<file path="src/rtl/preg_free_list_pkg.sv">
// Shared sizing constants and FSM encoding
// for the rename-stage physical-register free list.
package preg_free_list_pkg;

  localparam int C_PHYS_REGS = 32;
  localparam int C_PR_ADDR_W = 5;
  localparam int C_ALLOC_W   = 4;
  localparam int C_CMT_W     = 3;

  typedef enum logic {
    ST_RUN     = 1'b0,
    ST_RECOVER = 1'b1
  } fl_state_e;

endpackage

</file>
<file path="src/rtl/preg_free_list_prio_pick.sv">
// Lowest-set-bit picker: returns index of the
// lowest set bit of i_map and a found flag.
module preg_free_list_prio_pick #(
  parameter int W  = 30,
  parameter int AW = 5
) (
  input  logic [W-1:0]  i_map,
  output logic [AW-1:0] o_idx,
  output logic          o_found
);

  always_comb begin
    o_idx   = '0;
    o_found = 1'b0;
    for (int k = W - 1; k >= 0; k--) begin
      if (i_map[k]) begin
        o_idx   = AW'(k);
        o_found = 1'b1;
      end
    end
  end

endmodule

</file>
<file path="src/rtl/preg_free_list.sv">
// Speculative/architectural physical-register
// free list with in-order multi-slot allocation.
module preg_free_list
  import preg_free_list_pkg::*;
#(
  parameter int PHYS_REGS = C_PHYS_REGS,
  parameter int PR_ADDR_W = C_PR_ADDR_W,
  parameter int ALLOC_W   = C_ALLOC_W,
  parameter int CMT_W     = C_CMT_W
) (
  input  logic                         clk,
  input  logic                         rst,
  input  logic [ALLOC_W-1:0]           alloc_valid,
  output logic [ALLOC_W-1:0]           alloc_grant,
  output logic [ALLOC_W*PR_ADDR_W-1:0] alloc_preg,
  output logic                         alloc_stall,
  input  logic [CMT_W-1:0]             cmt_valid,
  input  logic [CMT_W*PR_ADDR_W-1:0]   cmt_new_preg,
  input  logic [CMT_W*PR_ADDR_W-1:0]   cmt_old_preg,
  input  logic                         flush,
  output logic [PHYS_REGS-3:0]         free_pool,
  output logic [PR_ADDR_W:0]           free_cnt,
  output logic                         dbl_free_err
);

  localparam int W  = PHYS_REGS - 2;
  localparam int AW = PR_ADDR_W;
  localparam int CW = PR_ADDR_W + 1;

  function automatic logic [CW-1:0] popcnt(
    input logic [W-1:0] v
  );
    logic [CW-1:0] c;
    c = '0;
    for (int k = 0; k < W; k++) begin
      c = c + CW'(v[k]);
    end
    return c;
  endfunction

  fl_state_e     r_state;
  fl_state_e     w_state_nxt;
  logic [W-1:0]  r_spec_free;
  logic [W-1:0]  r_arch_free;
  logic [CW-1:0] r_cnt;
  logic          r_err;
  logic          w_en;
  logic [W-1:0]  w_gmask;
  logic [W-1:0]  w_rel;
  logic [W-1:0]  w_arch_nxt;
  logic          w_dbl;

  always_ff @(posedge clk) begin
    if (!rst) begin
      r_state <= ST_RUN;
    end else begin
      r_state <= w_state_nxt;
    end
  end

  always_comb begin
    w_state_nxt = r_state;
    unique case (r_state)
      ST_RUN:     w_state_nxt = flush ? ST_RECOVER : ST_RUN;
      ST_RECOVER: w_state_nxt = flush ? ST_RECOVER : ST_RUN;
      default:    w_state_nxt = ST_RUN;
    endcase
  end

  always_comb begin
    w_en = rst & ~flush & (r_state == ST_RUN);
  end

  // Each slot picks from what earlier slots left;
  // a failed valid slot blocks all later slots.
  for (genvar g = 0; g < ALLOC_W; g++) begin : g_slot
    logic [W-1:0]  w_in;
    logic [W-1:0]  w_out;
    logic          w_blk_in;
    logic          w_blk_out;
    logic [AW-1:0] w_idx;
    logic          w_found;
    logic          w_gnt;

    if (g == 0) begin : g_first
      assign w_in     = r_spec_free;
      assign w_blk_in = ~w_en;
    end else begin : g_next
      assign w_in     = g_slot[g-1].w_out;
      assign w_blk_in = g_slot[g-1].w_blk_out;
    end

    preg_free_list_prio_pick #(
      .W  (W),
      .AW (AW)
    ) u_prio_pick (
      .i_map   (w_in),
      .o_idx   (w_idx),
      .o_found (w_found)
    );

    assign w_gnt     = alloc_valid[g] & w_found & ~w_blk_in;
    assign w_blk_out = w_blk_in | (alloc_valid[g] & ~w_gnt);
    assign w_out     = w_gnt ? (w_in & ~(W'(1) << w_idx))
                             : w_in;
    assign alloc_grant[g] = w_gnt;
    assign alloc_preg[g*AW +: AW] =
      w_gnt ? (w_idx + AW'(2)) : '0;
  end

  assign w_gmask = r_spec_free & ~g_slot[ALLOC_W-1].w_out;

  assign alloc_stall = |(alloc_valid & ~alloc_grant);

  // Registers 0/1 are hard-wired, so both ports skip them.
  always_comb begin
    w_arch_nxt = r_arch_free;
    w_rel      = '0;
    w_dbl      = 1'b0;
    for (int j = 0; j < CMT_W; j++) begin
      if (cmt_valid[j]) begin
        if (cmt_old_preg[j*AW +: AW] > AW'(1)) begin
          w_dbl = w_dbl
                | r_spec_free[cmt_old_preg[j*AW +: AW] - AW'(2)]
                | w_rel[cmt_old_preg[j*AW +: AW] - AW'(2)];
          w_rel[cmt_old_preg[j*AW +: AW] - AW'(2)]      = 1'b1;
          w_arch_nxt[cmt_old_preg[j*AW +: AW] - AW'(2)] = 1'b1;
        end
        if (cmt_new_preg[j*AW +: AW] > AW'(1)) begin
          w_arch_nxt[cmt_new_preg[j*AW +: AW] - AW'(2)] = 1'b0;
        end
      end
    end
  end

  always_ff @(posedge clk) begin
    if (!rst) begin
      r_spec_free <= '1;
      r_arch_free <= '1;
      r_cnt       <= CW'(W);
      r_err       <= 1'b0;
    end else begin
      r_arch_free <= w_arch_nxt;
      r_err       <= r_err | w_dbl;
      if (flush) begin
        r_spec_free <= w_arch_nxt;
        r_cnt       <= popcnt(w_arch_nxt);
      end else begin
        r_spec_free <= (r_spec_free & ~w_gmask) | w_rel;
        r_cnt       <= r_cnt
                     - popcnt(W'(alloc_grant))
                     + popcnt(w_rel);
      end
    end
  end

  assign free_pool    = r_spec_free;
  assign free_cnt     = r_cnt;
  assign dbl_free_err = r_err;

endmodule

</file>
<file path="config.mk">
export PLATFORM = sky130hd
export DESIGN_NAME = preg_free_list
export DESIGN_NICKNAME = d
export VERILOG_FILES = /design/src/rtl/preg_free_list_pkg.sv /design/src/rtl/preg_free_list_prio_pick.sv /design/src/rtl/preg_free_list.sv
export SDC_FILE = /design/constraint.sdc
export NUM_CORES = 1
export LEC_CHECK = 0
export ABC_AREA = 1
export CAP_MARGIN = 0
export CORE_UTILIZATION = 45
export DETAILED_ROUTE_END_ITERATION = 16
export PLACE_DENSITY = 0.68
export SKIP_LAST_GASP = 1
export SLEW_MARGIN = 40
export SYNTH_ARGS = -nofsm -noshare
export SYNTH_HDL_FRONTEND = slang
export SYNTH_SLANG_ARGS = --single-unit
</file>
<file path="constraint.sdc">
create_clock -name clk -period 11.2 [get_ports clk]
set_clock_uncertainty 0.2 [all_clocks]
set_input_delay 1.68 -clock clk [delete_from_list [all_inputs] [get_ports clk]]
set_output_delay 1.68 -clock clk [all_outputs]
set_load 0.005 [all_outputs]
</file>
### Yosys cells after proc, flatten, opt, wreduce, memory -nomap -nowiden

Memories as Yosys holds them, arrays and structs flattened.
Index checks and enable logic that the tools add are counted.

| cells by class | value |
|---|---|
| add/subtract/negate cells | 73 |
| magnitude comparators | 18 |
| shift-type cells | 4 |
| mux-type cells | 298 |
| bitwise operators | 57 |
| reduce and logical (&&, ||, !) cells | 7 |

Operator list:

| cell | count |
|---|---|
| $mux 30 | 23 |
| $mux 5 | 124 |
| $add 6x1->6 | 48 |
| $and 30x30->30 | 9 |
| $not 30->30 | 9 |
| $or 30x30->30 | 6 |
| $mux 1 | 139 |
| $shl 1x5->30 const A | 4 |
| $lt 5x6->1 const B | 6 |
| $demux 1 s5 | 6 |
| $ge 5x1->1 const B | 6 |
| $gt 5x1->1 const B | 6 |
| $sub 5x2->5 const B | 6 |
| $bmux 1 s5 | 5 |
| $add 5x2->5 const B | 4 |
| $and 1x1->1 | 13 |
| $add 3x1->4 | 3 |
| $add 5x1->6 | 2 |
| $add 4x1->5 | 2 |
| $add 2x1->3 | 3 |
| $not 1->1 | 9 |
| $or 1x1->1 | 9 |
| $add 1x1->2 | 3 |
| $add 6x6->6 | 1 |
| other kinds (6) | 11 |

| storage, ports and cells | value |
|---|---|
| register bits after elaboration | 68 |
| bits in read-only memories | 32 |
| input bits | 40 |
| output and inout port bits | 62 |
| word-level logic and storage cells | 463 |
| memories | 1 |

Memories:

| name | words | bits a word | read ports | clocked after Yosys merged registers in | write ports | RTL line | RTL |
|---|---|---|---|---|---|---|---|
| (no name shown) | 32 | 1 | 1 | 0 | 0 | preg_free_list.sv:125 | `\| w_rel[cmt_old_preg[j*AW +: AW] - AW'(2)];` |

### Longest topological paths before layout

Gate-level depths: netlist of the first run.

| logic depth | value |
|---|---|
| word-level depth | 142 |
| mapped depth | 123 |
| gate-level depth less buffers | 123 |

### By module

Synthesis of the first run repeated with hierarchy kept, for this count alone.

| second synthesis, totals | value |
|---|---|
| cells, all modules | 2127 |
| area, all modules | 11811.3 sq um |

By module, submodules not included:

| module | times used | cells an instance | area an instance (sq um) | seq. area each (sq um) |
|---|---|---|---|---|
| preg_free_list | 1 | 1719 | 10154.7 | 1361.3 |
| preg_free_list_prio_pick | 4 | 102 | 414.1 | 0.0 |

### Least setup slack after synthesis of the first run

No wires, ideal clock.

| timing path | value |
|---|---|
| path type | input port to flip-flop |
| from | input rst |
| to | register r_cnt[4] (netlist: free_cnt[4]) |
| setup time | 0.113 ns |
| data arrival time | 10.289 ns |
| required time | 10.887 ns |
| slack | 0.597 ns |
| stages on the path | 67 |
| path buffers | 1 |
| cell sequence | buf_2 -> inv_1 -> nor2_1 -> inv_1 -> nor2_1 -> inv_1 -> nor2_1 -> inv_1 -> a21oi_2 -> nand2_1 -> clkinv_1 -> nand4_1 -> nand2_1 -> nand2_1 -> nand2_1 -> nand2_1 -> nand2_1 -> nand2_1 -> (+31 left out) -> nand2_1 -> inv_1 -> fa_1 -> fa_1 -> fa_1 -> fa_1 -> fa_1 -> fa_1 -> inv_1 -> fa_1 -> fa_1 -> inv_1 -> nand2_1 -> nand2_1 -> a21oi_1 -> xnor2_1 -> a21oi_1 -> inv_1 |

| on the way | value |
|---|---|
| elaborated cells on any way between the ends | 187 |
| classes of those cells | add/sub (5); shift (2); mux (154); bitwise (26) |

RTL lines:

| what | RTL line | RTL |
|---|---|---|
| start: declaration | preg_free_list.sv:12 | `input logic rst,` |
| $and 1x1->1 * (2 in series) | preg_free_list.sv:71 | `w_en = rst & ~flush & (r_state == ST_RUN);` |
| $and 1x1->1 * | preg_free_list.sv:102 | `assign w_gnt = alloc_valid[g] & w_found & ~w_blk_in;` |
| net g_slot[0].w_gnt | preg_free_list.sv:83 | `logic w_gnt;` |
| $mux 30 | preg_free_list.sv:104 | `assign w_out = w_gnt ? (w_in & ~(W'(1) << w_idx))` |
| $mux 5 (30 in series) | preg_free_list_prio_pick.sv:16 | `if (i_map[k]) begin` |
| $shl 1x5->30 | preg_free_list.sv:104 |  |
| $not 30->30 | preg_free_list.sv:104 |  |
| $and 30x30->30 | preg_free_list.sv:104 |  |
| (+33 left out) | - |  |
| net g_slot[2].w_gnt | preg_free_list.sv:83 |  |
| $mux 30 | preg_free_list.sv:104 |  |
| $mux 1 (30 in series) | preg_free_list_prio_pick.sv:16 |  |
| $and 1x1->1 (2 in series) | preg_free_list.sv:102 |  |
| $add 3x1->4 * | preg_free_list.sv:36 | `c = c + CW'(v[k]);` |
| $sub 6x4->6 * | preg_free_list.sv:151 | `- popcnt(W'(alloc_grant))` |
| $add 6x6->6 * | preg_free_list.sv:152 | `+ popcnt(w_rel);` |
| $mux 6 * | preg_free_list.sv:145 | `if (flush) begin` |
| end signal: assignment | preg_free_list.sv:140 | `r_cnt <= CW'(W);` |
| end signal: assignment | preg_free_list.sv:147 | `r_cnt <= popcnt(w_arch_nxt);` |
| end signal: assignment | preg_free_list.sv:150 | `r_cnt <= r_cnt` |
| end: declaration | preg_free_list.sv:45 | `logic [CW-1:0] r_cnt;` |

The timed path passes the listed nets; every way through them passes the cells marked *.
A chain may end at the register's enable or synchronous reset.

### Worst setup path in the final report of the first run

| timing path | value |
|---|---|
| from | input rst |
| to | register r_cnt[5] (netlist: free_cnt[5]) |

| on the way | value |
|---|---|
| longest elaborated chain between the ends | 108 |
| elaborated cells on any way between the ends | 187 |
| classes of those cells | add/sub (5); shift (2); mux (154); bitwise (26) |

Ends and longest elaborated chain:

| what | RTL line |
|---|---|
| $and 1x1->1 (2 in series) | preg_free_list.sv:71 |
| $and 1x1->1 | preg_free_list.sv:102 |
| $mux 30 | preg_free_list.sv:104 |
| $mux 5 (30 in series) | preg_free_list_prio_pick.sv:16 |
| $shl 1x5->30 | preg_free_list.sv:104 |
| $not 30->30 | preg_free_list.sv:104 |
| $and 30x30->30 | preg_free_list.sv:104 |
| $mux 30 | preg_free_list.sv:104 |
| (+32 left out) | - |
| $and 30x30->30 | preg_free_list.sv:104 |
| $mux 30 | preg_free_list.sv:104 |
| $mux 1 (30 in series) | preg_free_list_prio_pick.sv:16 |
| $and 1x1->1 (2 in series) | preg_free_list.sv:102 |
| $add 3x1->4 | preg_free_list.sv:36 |
| $sub 6x4->6 | preg_free_list.sv:151 |
| $add 6x6->6 | preg_free_list.sv:152 |
| $mux 6 | preg_free_list.sv:145 |

Parallel ways exist; a longest one is shown, timed or not.

==> results of run 1 <==
[sequential cells by signal (all words and copies together) (netlist names)]
signal / count
r_arch_free: 30
free_cnt: 6
r_state: 1
dbl_free_err: 1
free_pool: 30
[cell families after synthesis]
logic type	Yosys count
compound gates	388
simple gates	905
xor+xnor	15
flops	68
buf+inv	419
fa+ha+maj	88
[cell usage after synthesis, drive strengths merged, types with 6 or more instances]
cell and number:
nand2 412, inv 387, nor2 387, a21oi 102, o21ai 85, dfxtp 68
o22ai 59, fa 51, nand3 48, ha 37, a22oi 26, o21bai 24
nor3 21, or2 18, a31oi 15, clkbuf 13, clkinv 13, a221oi 12
nand4 12, o211ai 11, xnor2 11, o31ai 8, o2111ai 7, o221ai 7
o311ai 7, buf 6, nor4 6
[per-stage QoR]
stage	setup TNS [ns]	cells	setup slack (ns)
after floorplan	0	1883	0.597
after global placement	0	2358	0.0254
after detailed placement	-0.0388	2358	-0.0388
after CTS	0	2373	0.130
after global routing	-0.0147	2381	-0.0147
final	0	2382	0.740
[repair_timing]
| action | in CTS | in global routing |
|---|---|---|
| buffers inserted | 0 | 8 |
| endpoints found under the setup margin | 0 | 12 |
| resized for setup | 0 | 41 |
[worst paths after layout]
kind	to	slack, ns	cells past startpoint
max	free_cnt[5]	0.74	51
max reg2reg	free_cnt[5]	0.89	71
min reg2reg	dbl_free_err	0.41	2
min	dbl_free_err	0.41	2
[power by group]
part           switching, W  leakage, nW  internal, W  total [W]
clock network      0.000113        0.151     0.000194   0.000307
logic              0.000541         5.50     0.000365   0.000906
registers         0.0000180        0.552     0.000263   0.000281
total              0.000672         6.20     0.000821    0.00149
[final cells by class]
cell class,instances,area share (%)
Inverter,400,11.4
Timing Repair Buffer,183,12.5
Clock buffer,9,1.72
Antenna cell,1,0.0191
Multi-Input combinational cell,1396,60.2
Sequential cell,68,10.4
Clock inverter,6,0.687
Tap cell,319,3.04
[critical path: cells and delay by family]
family                   cells  cell delay [ns]
adder cells (fa/ha/maj)      7             3.59
buffers and inverters       14             1.36
XOR/XNOR                     1             0.15
AO/OA/AOI/OAI               10             1.43
AND/OR/NAND/NOR             19             2.32
[per-layer routing]
layer  part of all wire [%]  track usage [%]  vias up
li1                       -                -     6380
met4                    4.4             15.6        0
met3                     13             10.7      168
met2                     40             59.6      994
met5                      0                0        -
met1                     43             58.1     6420
==> out/qor.csv, run 1 <==
stage,metric,value,unit
outcome,outcome,finished clean,
cells_and_area,drive_gt1_share,10.1,%
logic_synthesis,synth_area_leaders,"nand2_1 (14%), nor2_1 (13%), inv_1 (13%), dfxtp_1 (13%), fa_1 (9.5%)",
cells_and_area,fillers,2427,
cells_and_area,nets,2186,
critical_path,start_kind,input pin,
placed_design,numPortBuffers,101,
critical_path,critPathCaptureType,flop,
floorplanning,io_pins,102,
logic_synthesis,synth_area_leader_cell,nand2_1,
clocking,cts.clk_slew.worst_paths,0.06,ns
logic_synthesis,ys_ff_latch,68,
cells_and_area,area_growth,22.2,%
clocking,clockBufferDepth,2,
logic_synthesis,synth_top_area_share,13.7,%
critical_path,critPathMaxFanout,5,
critical_path,arrival,10.54,ns
logic_synthesis,synth_xor_area_share,1.22,%
routing,wl_per_cell,21.5,um
logic_synthesis,synth_edf_count,0,
logic_synthesis,synthArstFlopShare,0,%
cells_and_area,layout_common_cells,"nand2_1 (384), nor2_1 (373), inv_1 (366), a21oi_1 (98), clkdlybuf4s50_1 (96)",
hold_path,hp-class,flop to flop,
logic_synthesis,syn-num-nets,2011,
placed_design,placed_area,0.0126,mm^2
sta,slew_viol_final,0,
clocking,cts_sinks,68,
critical_path,slowest_stage,fa_1,
logic_synthesis,synthSimpleGateAreaFrac,34.4,%
global_routing,antenna_found_initial,4,
sta,fmax,0.0956,GHz
power,p_leak,6.20,nW
cells_and_area,fin_util,56.1,%
sta,hold_violations,0,
cells_and_area,regArea,0.00137,mm^2
job,cap_violations,0,
cells_and_area,final_common_cell,nand2_1,
logic_synthesis,synth.avg_cell_area,5.70,um^2
logic_synthesis,ys_warn_count,0,
sta,finalSetupViolCount,0,
power,p_total,0.00149,W
sta,hold_ws,0.409,ns
routing,vias_per_cell,5.86,
critical_path,criticalPathCategory,input pin to flop,
clocking,clock_latency,0.35,ns
sta,worst_pin_slew,0.824,ns
floorplanning,initial_core_util,45.9,%
logic_synthesis,synthAdderAreaFrac,13.8,%
clocking,cts_tree,done,
placed_design,globalplace.congestion,1.04,
floorplanning,core_area,0.0234,mm^2
global_routing,grt_usage,41.3,%
clocking,hold_buffers,0,
floorplanning,dieArea,0.0245,mm^2
critical_path,r2r_start,free_pool[26],
cells_and_area,design_area,0.0131,mm^2
routing,wirelength,51.1,mm
sta,maxSlewHeadroom,44.6,%
routing,route.detailed.drc,0,
routing,postRouteAntennaNets,0,
routing,drt_iter0_drc,1908,
logic_synthesis,synthesis.area,0.0107,mm^2
sta,period_share,93.4,%
logic_synthesis,ys_types,60,
power,vdd_drop_max,0.000443,V
critical_path,crit_path_start,rst,
floorplanning,dieWidth,156,um
clocking,cts_made_buffers,9,
clocking,cts_max_level,3,
logic_synthesis,synth_top_family_by_area,simple AND/OR/NAND/NOR gates,
critical_path,critical_path.max_stage_delay,0.56,ns
placed_design,dpl.hpwl,43.4,mm
logic_synthesis,synth-compound-area-share,23.1,%
global_routing,grt_max_degree,29,
sta,layout_min_cycle_time,10.46,ns
logic_synthesis,ys_seq_area_share,12.7,%
floorplanning,rows,56,
critical_path,cp_data_required_time,11.28,ns
logic_synthesis,syn_inst,1883,
logic_synthesis,synthFlopType,dfxtp_1,
logic_synthesis,synthMuxAreaShare,0,%
floorplanning,die_h,156,um
hold_path,hp-start,dbl_free_err,
power,power_density,114,mW/mm^2
routing,firstDrtPassIters,6,
cells_and_area,multi_input_area,0.00789,mm^2
routing,vias,13962,
global_routing,grt_pass1_vias,12586,
global_routing,grt_pass1_wl,74.6,mm
global_routing,grt-ovfl-total,0,
clocking,cts_root_buf,clkbuf_16,
(Power assumes the default switching activity.)
==> inputs of run 2 (changes only) <==
--- a/config.mk
+++ b/config.mk
@@ -7,9 +7,8 @@
 export LEC_CHECK = 0
 export ABC_AREA = 1
 export CAP_MARGIN = 0
-export CORE_UTILIZATION = 45
+export CORE_UTILIZATION = 35
 export DETAILED_ROUTE_END_ITERATION = 16
-export PLACE_DENSITY = 0.68
 export SKIP_LAST_GASP = 1
 export SLEW_MARGIN = 40
 export SYNTH_ARGS = -nofsm -noshare
==> run 2 against run 1 <==
Against the previous run: cell count increased by 5.0%; power increased by 0.56%; die area increased by 28%; critical path depth increased by 16; sequential share of layout area decreased by 0.36 points; flip-flop and latch count unchanged; critical endpoint is now alloc_preg[16]; highest routed layer unchanged.
==> out/qor.csv, run 2 (synthesis results as in run 1) <==
stage,metric,value,unit
routing,vias_per_cell,5.58,
critical_path,critical_path.max_stage_delay,0.43,ns
cells_and_area,regArea,0.00137,mm^2
global_routing,grt_max_degree,29,
sta,rsz0062_at_grt,false,
floorplanning,core_area,0.0299,mm^2
global_routing,grt-ovfl-total,0,
global_routing,grt_pass1_vias,13021,
critical_path,critPathCaptureType,output pin,
cells_and_area,multi_input_area,0.00789,mm^2
floorplanning,dieWidth,177,um
placed_design,globalplace.congestion,1.05,
power,p_leak,6.45,nW
critical_path,arrival,8.48,ns
global_routing,antenna_found_initial,0,
global_routing,grt_pass1_wl,81.2,mm
routing,drt_iter0_drc,1864,
critical_path,ff2ff_path_depth,86,
routing,wl_per_cell,22.2,um
placed_design,numPortBuffers,101,
hold_path,hold_depth,2,
sta,maxSlewHeadroom,47.1,%
clocking,cts_tree,done,
floorplanning,dieArea,0.0314,mm^2
cells_and_area,area_growth,26.5,%
cells_and_area,final_common_cell,nand2_1,
floorplanning,initial_core_util,35.9,%
clocking,hold_buffers,0,
floorplanning,io_pins,102,
clocking,cts.clk_slew.worst_paths,0.06,ns
clocking,cts_made_buffers,9,
placed_design,dpl.hpwl,47.7,mm
sta,period_share,92.5,%
sta,hold_violations,0,
critical_path,start_kind,input pin,
cells_and_area,drive_gt1_share,12.2,%
cells_and_area,fillers,3322,
job,cap_violations,0,
global_routing,grt_usage,35.4,%
routing,firstDrtPassIters,6,
cells_and_area,stdcell_count,2501,
clocking,cts_root_buf,clkbuf_16,
clocking,cts_sinks,68,
sta,finalSetupViolCount,0,
clocking,clockBufferDepth,2,
critical_path,reg2reg_setup_slack,0.92,ns
sta,slew_viol_final,0,
clocking,clock_latency,0.36,ns
power,power_density,111,mW/mm^2
cells_and_area,fin_util,45.5,%
clocking,cts_max_level,3,
critical_path,cp_data_required_time,9.32,ns
routing,vias,13947,
sta,layout_min_cycle_time,10.36,ns
floorplanning,rows,63,
floorplanning,die_h,177,um
routing,wirelength,55.6,mm
routing,postRouteAntennaNets,0,
critical_path,r2r-end,free_cnt[4],
routing,route.detailed.drc,0,
sta,worst_pin_slew,0.794,ns
critical_path,critPathMaxFanout,6,
hold_path,hp-start,dbl_free_err,
cells_and_area,layout_common_cells,"nand2_1 (384), nor2_1 (373), inv_1 (366), buf_4 (130), a21oi_1 (98)",
critical_path,criticalPathCategory,input pin to output pin,
hold_path,hp-class,flop to flop,
power,vdd_drop_max,0.000283,V
critical_path,cpMostUsedCell,nand2_1,
placed_design,dpl.cell_count,2479,
cells_and_area,n_antenna_cell,0,
critical_path,slowest_stage,clkdlybuf4s50_1,
critical_path,r2r_start,free_pool[27],
cells_and_area,nets,2234,
hold_path,min_to,dbl_free_err,
outcome,outcome,finished clean,
sta,fmax,0.0965,GHz
## run 2: final cells by class
cell class                      count  share of cell area, %
Tap cell                          390                   3.59
Inverter                          400                   11.1
Clock buffer                       11                   1.86
Timing Repair Buffer              231                   14.7
Clock inverter                      5                  0.617
Sequential cell                    68                   10.1
Multi-Input combinational cell   1396                   58.1
## run 2: per-layer routing
metal | GRT usage (%) | share of wire [%] | wire length (um) | up-vias
met5 | 0 | 0 | 0 | -
li1 | - | - | - | 6465
met4 | 10.4 | 2.9 | 1620 | 0
met1 | 52.7 | 46 | 25800 | 6541
met2 | 52.0 | 41 | 22800 | 831
met3 | 5.00 | 9.7 | 5420 | 110
## run 2: how the worst max path moves through the flow
stage | from | end | slack, ns | cells after the start
floorplan | rst | free_cnt[4] | 0.60 | 67
global placement | rst | free_cnt[4] | -0.01 | 52
detailed placement | rst | free_cnt[4] | -0.04 | 52
CTS | rst | alloc_preg[18] | 0.02 | 73
global route | free_pool[26] | alloc_preg[18] | 0.005 | 91
finish | rst | alloc_preg[16] | 0.84 | 67
## run 2: what timing repair did
action | in CTS | in global routing
endpoints found under the setup margin | 0 | 12
resized for setup | 0 | 43
setup buffers | 0 | 6
## run 2: metrics by stage
step	worst slack [ns]	hold WS (ns)	total power [W]	cell area [um^2]	setup TNS, ns
2_1_floorplan	0.597	0.334	0.000887	10700	0
3_3_place_gp	-0.0148	0.415	0.00117	13100	-0.0286
3_5_place_dp	-0.0377	0.429	0.00117	13100	-0.0718
4_1_cts	0.0249	0.438	0.00150	13400	0
5_1_grt	0.00501	0.453	0.00164	13600	0
6_report	0.838	0.434	0.00150	13600	0
## run 2: power by group
| group | internal, W | switching, W | total [W] | leakage, nW |
|---|---|---|---|---|
| clock | 0.000207 | 0.000121 | 0.000328 | 0.158 |
| combinational | 0.000366 | 0.000526 | 0.000892 | 5.74 |
| sequential | 0.000262 | 0.0000187 | 0.000281 | 0.553 |
## run 2: critical path: cells and delay by family
family	cells	cell delay, ns
buffers and inverters	13	1.77
and+or+nand+nor	44	3.50
AOI/OAI and AO/OA	10	1.50
==> inputs of run 3 (changes only) <==
--- a/config.mk
+++ b/config.mk
@@ -5,8 +5,7 @@
 export SDC_FILE = /design/constraint.sdc
 export NUM_CORES = 1
 export LEC_CHECK = 0
-export ABC_AREA = 1
-export CAP_MARGIN = 0
+export CAP_MARGIN = 10
 export CORE_UTILIZATION = 35
 export DETAILED_ROUTE_END_ITERATION = 16
 export SKIP_LAST_GASP = 1
==> constraint.sdc (replaced) <==
create_clock -name clk -period 11.4 [get_ports clk]
set_clock_uncertainty 0.2 [all_clocks]
set_input_delay 1.71 -clock clk [delete_from_list [all_inputs] [get_ports clk]]
set_output_delay 1.71 -clock clk [all_outputs]
set_load 0.005 [all_outputs]
==> run 3 against run 2 <==
Against the previous run: cell count fell by 13%; critical path depth fell by 43; global-route usage fell by 2.2 points; via count rose by 2.7%; sequential power barely moved; first-iteration DRC count rose by 4.3%; largest power group unchanged; non-clock buffer count fell by 75; critical endpoint is now alloc_preg[19].
==> out/qor.csv, run 3 <==
stage,metric,value,unit
outcome,outcome,finished clean,
sta,fin_ws,0.331,ns
sta,finalSetupViolCount,0,
floorplanning,die_h,188,um
clocking,cts_tree,done,
sta,maxSlewHeadroom,40.1,%
global_routing,grt-ovfl-total,0,
sta,rsz0062_at_grt,true,
sta,layout_min_cycle_time,11.07,ns
logic_synthesis,ys_ff_latch,68,
routing,postRouteAntennaNets,0,
cells_and_area,layout_common_cells,"nor2_1 (184), nand2_1 (176), clkdlybuf4s50_1 (99), inv_1 (97), o21ai_0 (86)",
cells_and_area,area_growth,16.5,%
cells_and_area,fin_util,41.7,%
logic_synthesis,ys_warn_count,0,
logic_synthesis,syn_inst,1648,
power,vdd_drop_max,0.000211,V
floorplanning,initial_core_util,35.8,%
logic_synthesis,synthFlopType,dfxtp_1,
logic_synthesis,synthesis.area,0.0121,mm^2
placed_design,globalplace.congestion,1.01,
clocking,hold_buffers,0,
power,p_switching,0.000646,W
floorplanning,dieWidth,188,um
logic_synthesis,synth_top_area_share,11.3,%
critical_path,cp_data_required_time,9.49,ns
power,switching_share,42.4,%
logic_synthesis,synth_commonest_cells,"nor2_1 (184), nand2_1 (176), inv_1 (97), o21ai_0 (88), a21oi_1 (83)",
placed_design,pre_cts_ws,0.0818,ns
sta,period_share,97.1,%
power,clkPwrFrac,22.1,%
sta,worst_pin_slew,0.891,ns
routing,wl_per_cell,27.1,um
clocking,cts.clk_slew.worst_paths,0.07,ns
logic_synthesis,synth_area_leader_cell,dfxtp_1,
floorplanning,dieArea,0.0352,mm^2
clocking,cts_made_buffers,9,
power,intPower,0.000878,W
critical_path,arrival,9.16,ns
clocking,cts_sinks,68,
routing,vias,14320,
clocking,clock_latency,0.36,ns
critical_path,critPathCaptureType,output pin,
routing,drt_iter0_drc,1945,
placed_design,numPortBuffers,101,
routing,vias_per_cell,6.56,
floorplanning,io_pins,102,
critical_path,start_kind,input pin,
floorplanning,rows,67,
sta,fmax,0.0903,GHz
sta,hold_violations,0,
power,combPwrFrac,59.3,%
global_routing,grt_usage,33.2,%
cells_and_area,final_common_cell,nor2_1,
logic_synthesis,syn-num-nets,1776,
logic_synthesis,ys_types,119,
logic_synthesis,synthArstFlopShare,0,%
power,p_leak,5.06,nW
global_routing,antenna_found_initial,1,
cells_and_area,n_antenna_cell,0,
global_routing,grt_pass1_vias,13368,
cells_and_area,nets,1859,
global_routing,grt_max_degree,47,
clocking,cts_max_level,3,
logic_synthesis,synth_area_leaders,"dfxtp_1 (11%), fa_1 (8.5%), nor2_1 (5.7%), mux4_2 (5.6%), nand2_1 (5.5%)",
critical_path,critPathMaxFanout,10,
power,seq_power_share,18.6,%
cells_and_area,fillers,3530,
sta,hold_ws,0.400,ns
logic_synthesis,yosysMostFrequentCell,nor2_1,
sta,setup_tns,0,ns
job,cap_violations,0,
floorplanning,core_area,0.0337,mm^2
routing,route.detailed.drc,0,
hold_path,hp-class,flop to flop,
logic_synthesis,ys_seq_area_share,11.3,%
cells_and_area,multi_input_area,0.0100,mm^2
routing,wirelength,59.1,mm
cells_and_area,regArea,0.00136,mm^2
clocking,clockBufferDepth,2,
clocking,cts_root_buf,clkbuf_16,
critical_path,criticalPathCategory,input pin to output pin,
logic_synthesis,synth.avg_cell_area,7.32,um^2
sta,slew_viol_final,0,
power,power_density,108,mW/mm^2
logic_synthesis,synth_edf_count,0,
routing,firstDrtPassIters,5,
cells_and_area,drive_gt1_share,12.6,%
global_routing,grt_pass1_wl,87.8,mm
placed_design,dpl.hpwl,48.2,mm
-- run 3: cell types whose count changed in the layout (fill, tap and decap cells not counted), moves of 30 or more --
cell	delta
inv_1	-269
nand2_1	-208
nor2_1	-189
buf_4	-79
nor3_1	+44
o21ai_0	+35
nand2b_1	+32
mux4_2	+30
-- run 3: path summary, 6_finish.rpt --
path	start	cells past startpoint	slack [ns]	to
max	alloc_valid[0]	24	0.33	alloc_preg[19]
min reg2reg	dbl_free_err	2	0.40	dbl_free_err
max reg2reg	free_pool[11]	27	1.62	free_cnt[4]
min	dbl_free_err	2	0.40	dbl_free_err
-- run 3: kinds of logic (layout without fill, tap and decap cells) --
group,after synthesis,count (layout),synth area share (%)
compound gates,547,547,32.5
fa+ha+maj,93,93,12.7
flops,68,68,11.3
mux,35,35,6.02
xor+xnor,35,35,2.54
simple gates,684,684,28.6
buf+inv,186,274,6.30
-- run 3: stage by stage --
| step | cells | power, W | area, um^2 |
|---|---|---|---|
| 2_1_floorplan | 1648 | 0.000939 | 12100 |
| 3_3_place_gp | 2164 | 0.00117 | 13600 |
| 3_5_place_dp | 2168 | 0.00119 | 13700 |
| 4_1_cts | 2184 | 0.00153 | 14000 |
| 5_1_grt | 2184 | 0.00167 | 14100 |
| 6_report | 2184 | 0.00152 | 14100 |
-- run 3: cell type report --
cell class                 count  area share, %
clock buffer                   9           1.60
clock inverter                 7          0.881
inverter                     102           2.73
multi-input combinational   1394           71.1
sequential                    68           9.69
tap                          448           3.99
timing repair buffer         156           9.99
-- run 3: power by group through the flow --
stage	sequential (W)	clock, W	combinational (W)
finish	0.000284	0.000337	0.000903
global route	0.000285	0.000349	0.00103
global placement	0.000287	0	0.000884
detailed placement	0.000287	0	0.000899
CTS	0.000283	0.000339	0.000905
floorplan	0.000274	0	0.000665
-- run 3: layer usage --
layer	share of wire (%)	wire length, um	track usage, %	vias up
met5	0.022	13	0	-
met4	2.6	1550	7.72	2
met3	11	6760	8.01	108
met2	41	24100	47.2	906
met1	45	26700	49.5	6976
li1	-	-	-	6328
-- run 3: repair_timing --
| action | 4_1_cts | 5_1_grt |
|---|---|---|
| setup endpoints to repair | 0 | 7 |
| gates resized for setup | 0 | 8 |
| buffers inserted | 0 | 0 |
-- run 3: critical path: stages --
cell and delay (ns):
clkdlybuf4s50_1 0.61, and4bb_2 0.40, nand4_4 0.21, nor4_4 0.36, o2111ai_2 0.25, o21ai_4 0.30, and2_4 0.23, a311oi_4 0.10
a211oi_1 0.54, nor2_1 0.24, a31oi_2 0.45, nor2_1 0.19, a311oi_1 0.37, o211ai_2 0.14, inv_1 0.31, nand3_1 0.35
o311ai_2 0.44, nor3b_1 0.34, o211ai_1 0.16, a221o_1 0.39, clkinv_2 0.12, nand3_2 0.18, o32ai_1 0.19, clkdlybuf4s50_1 0.56
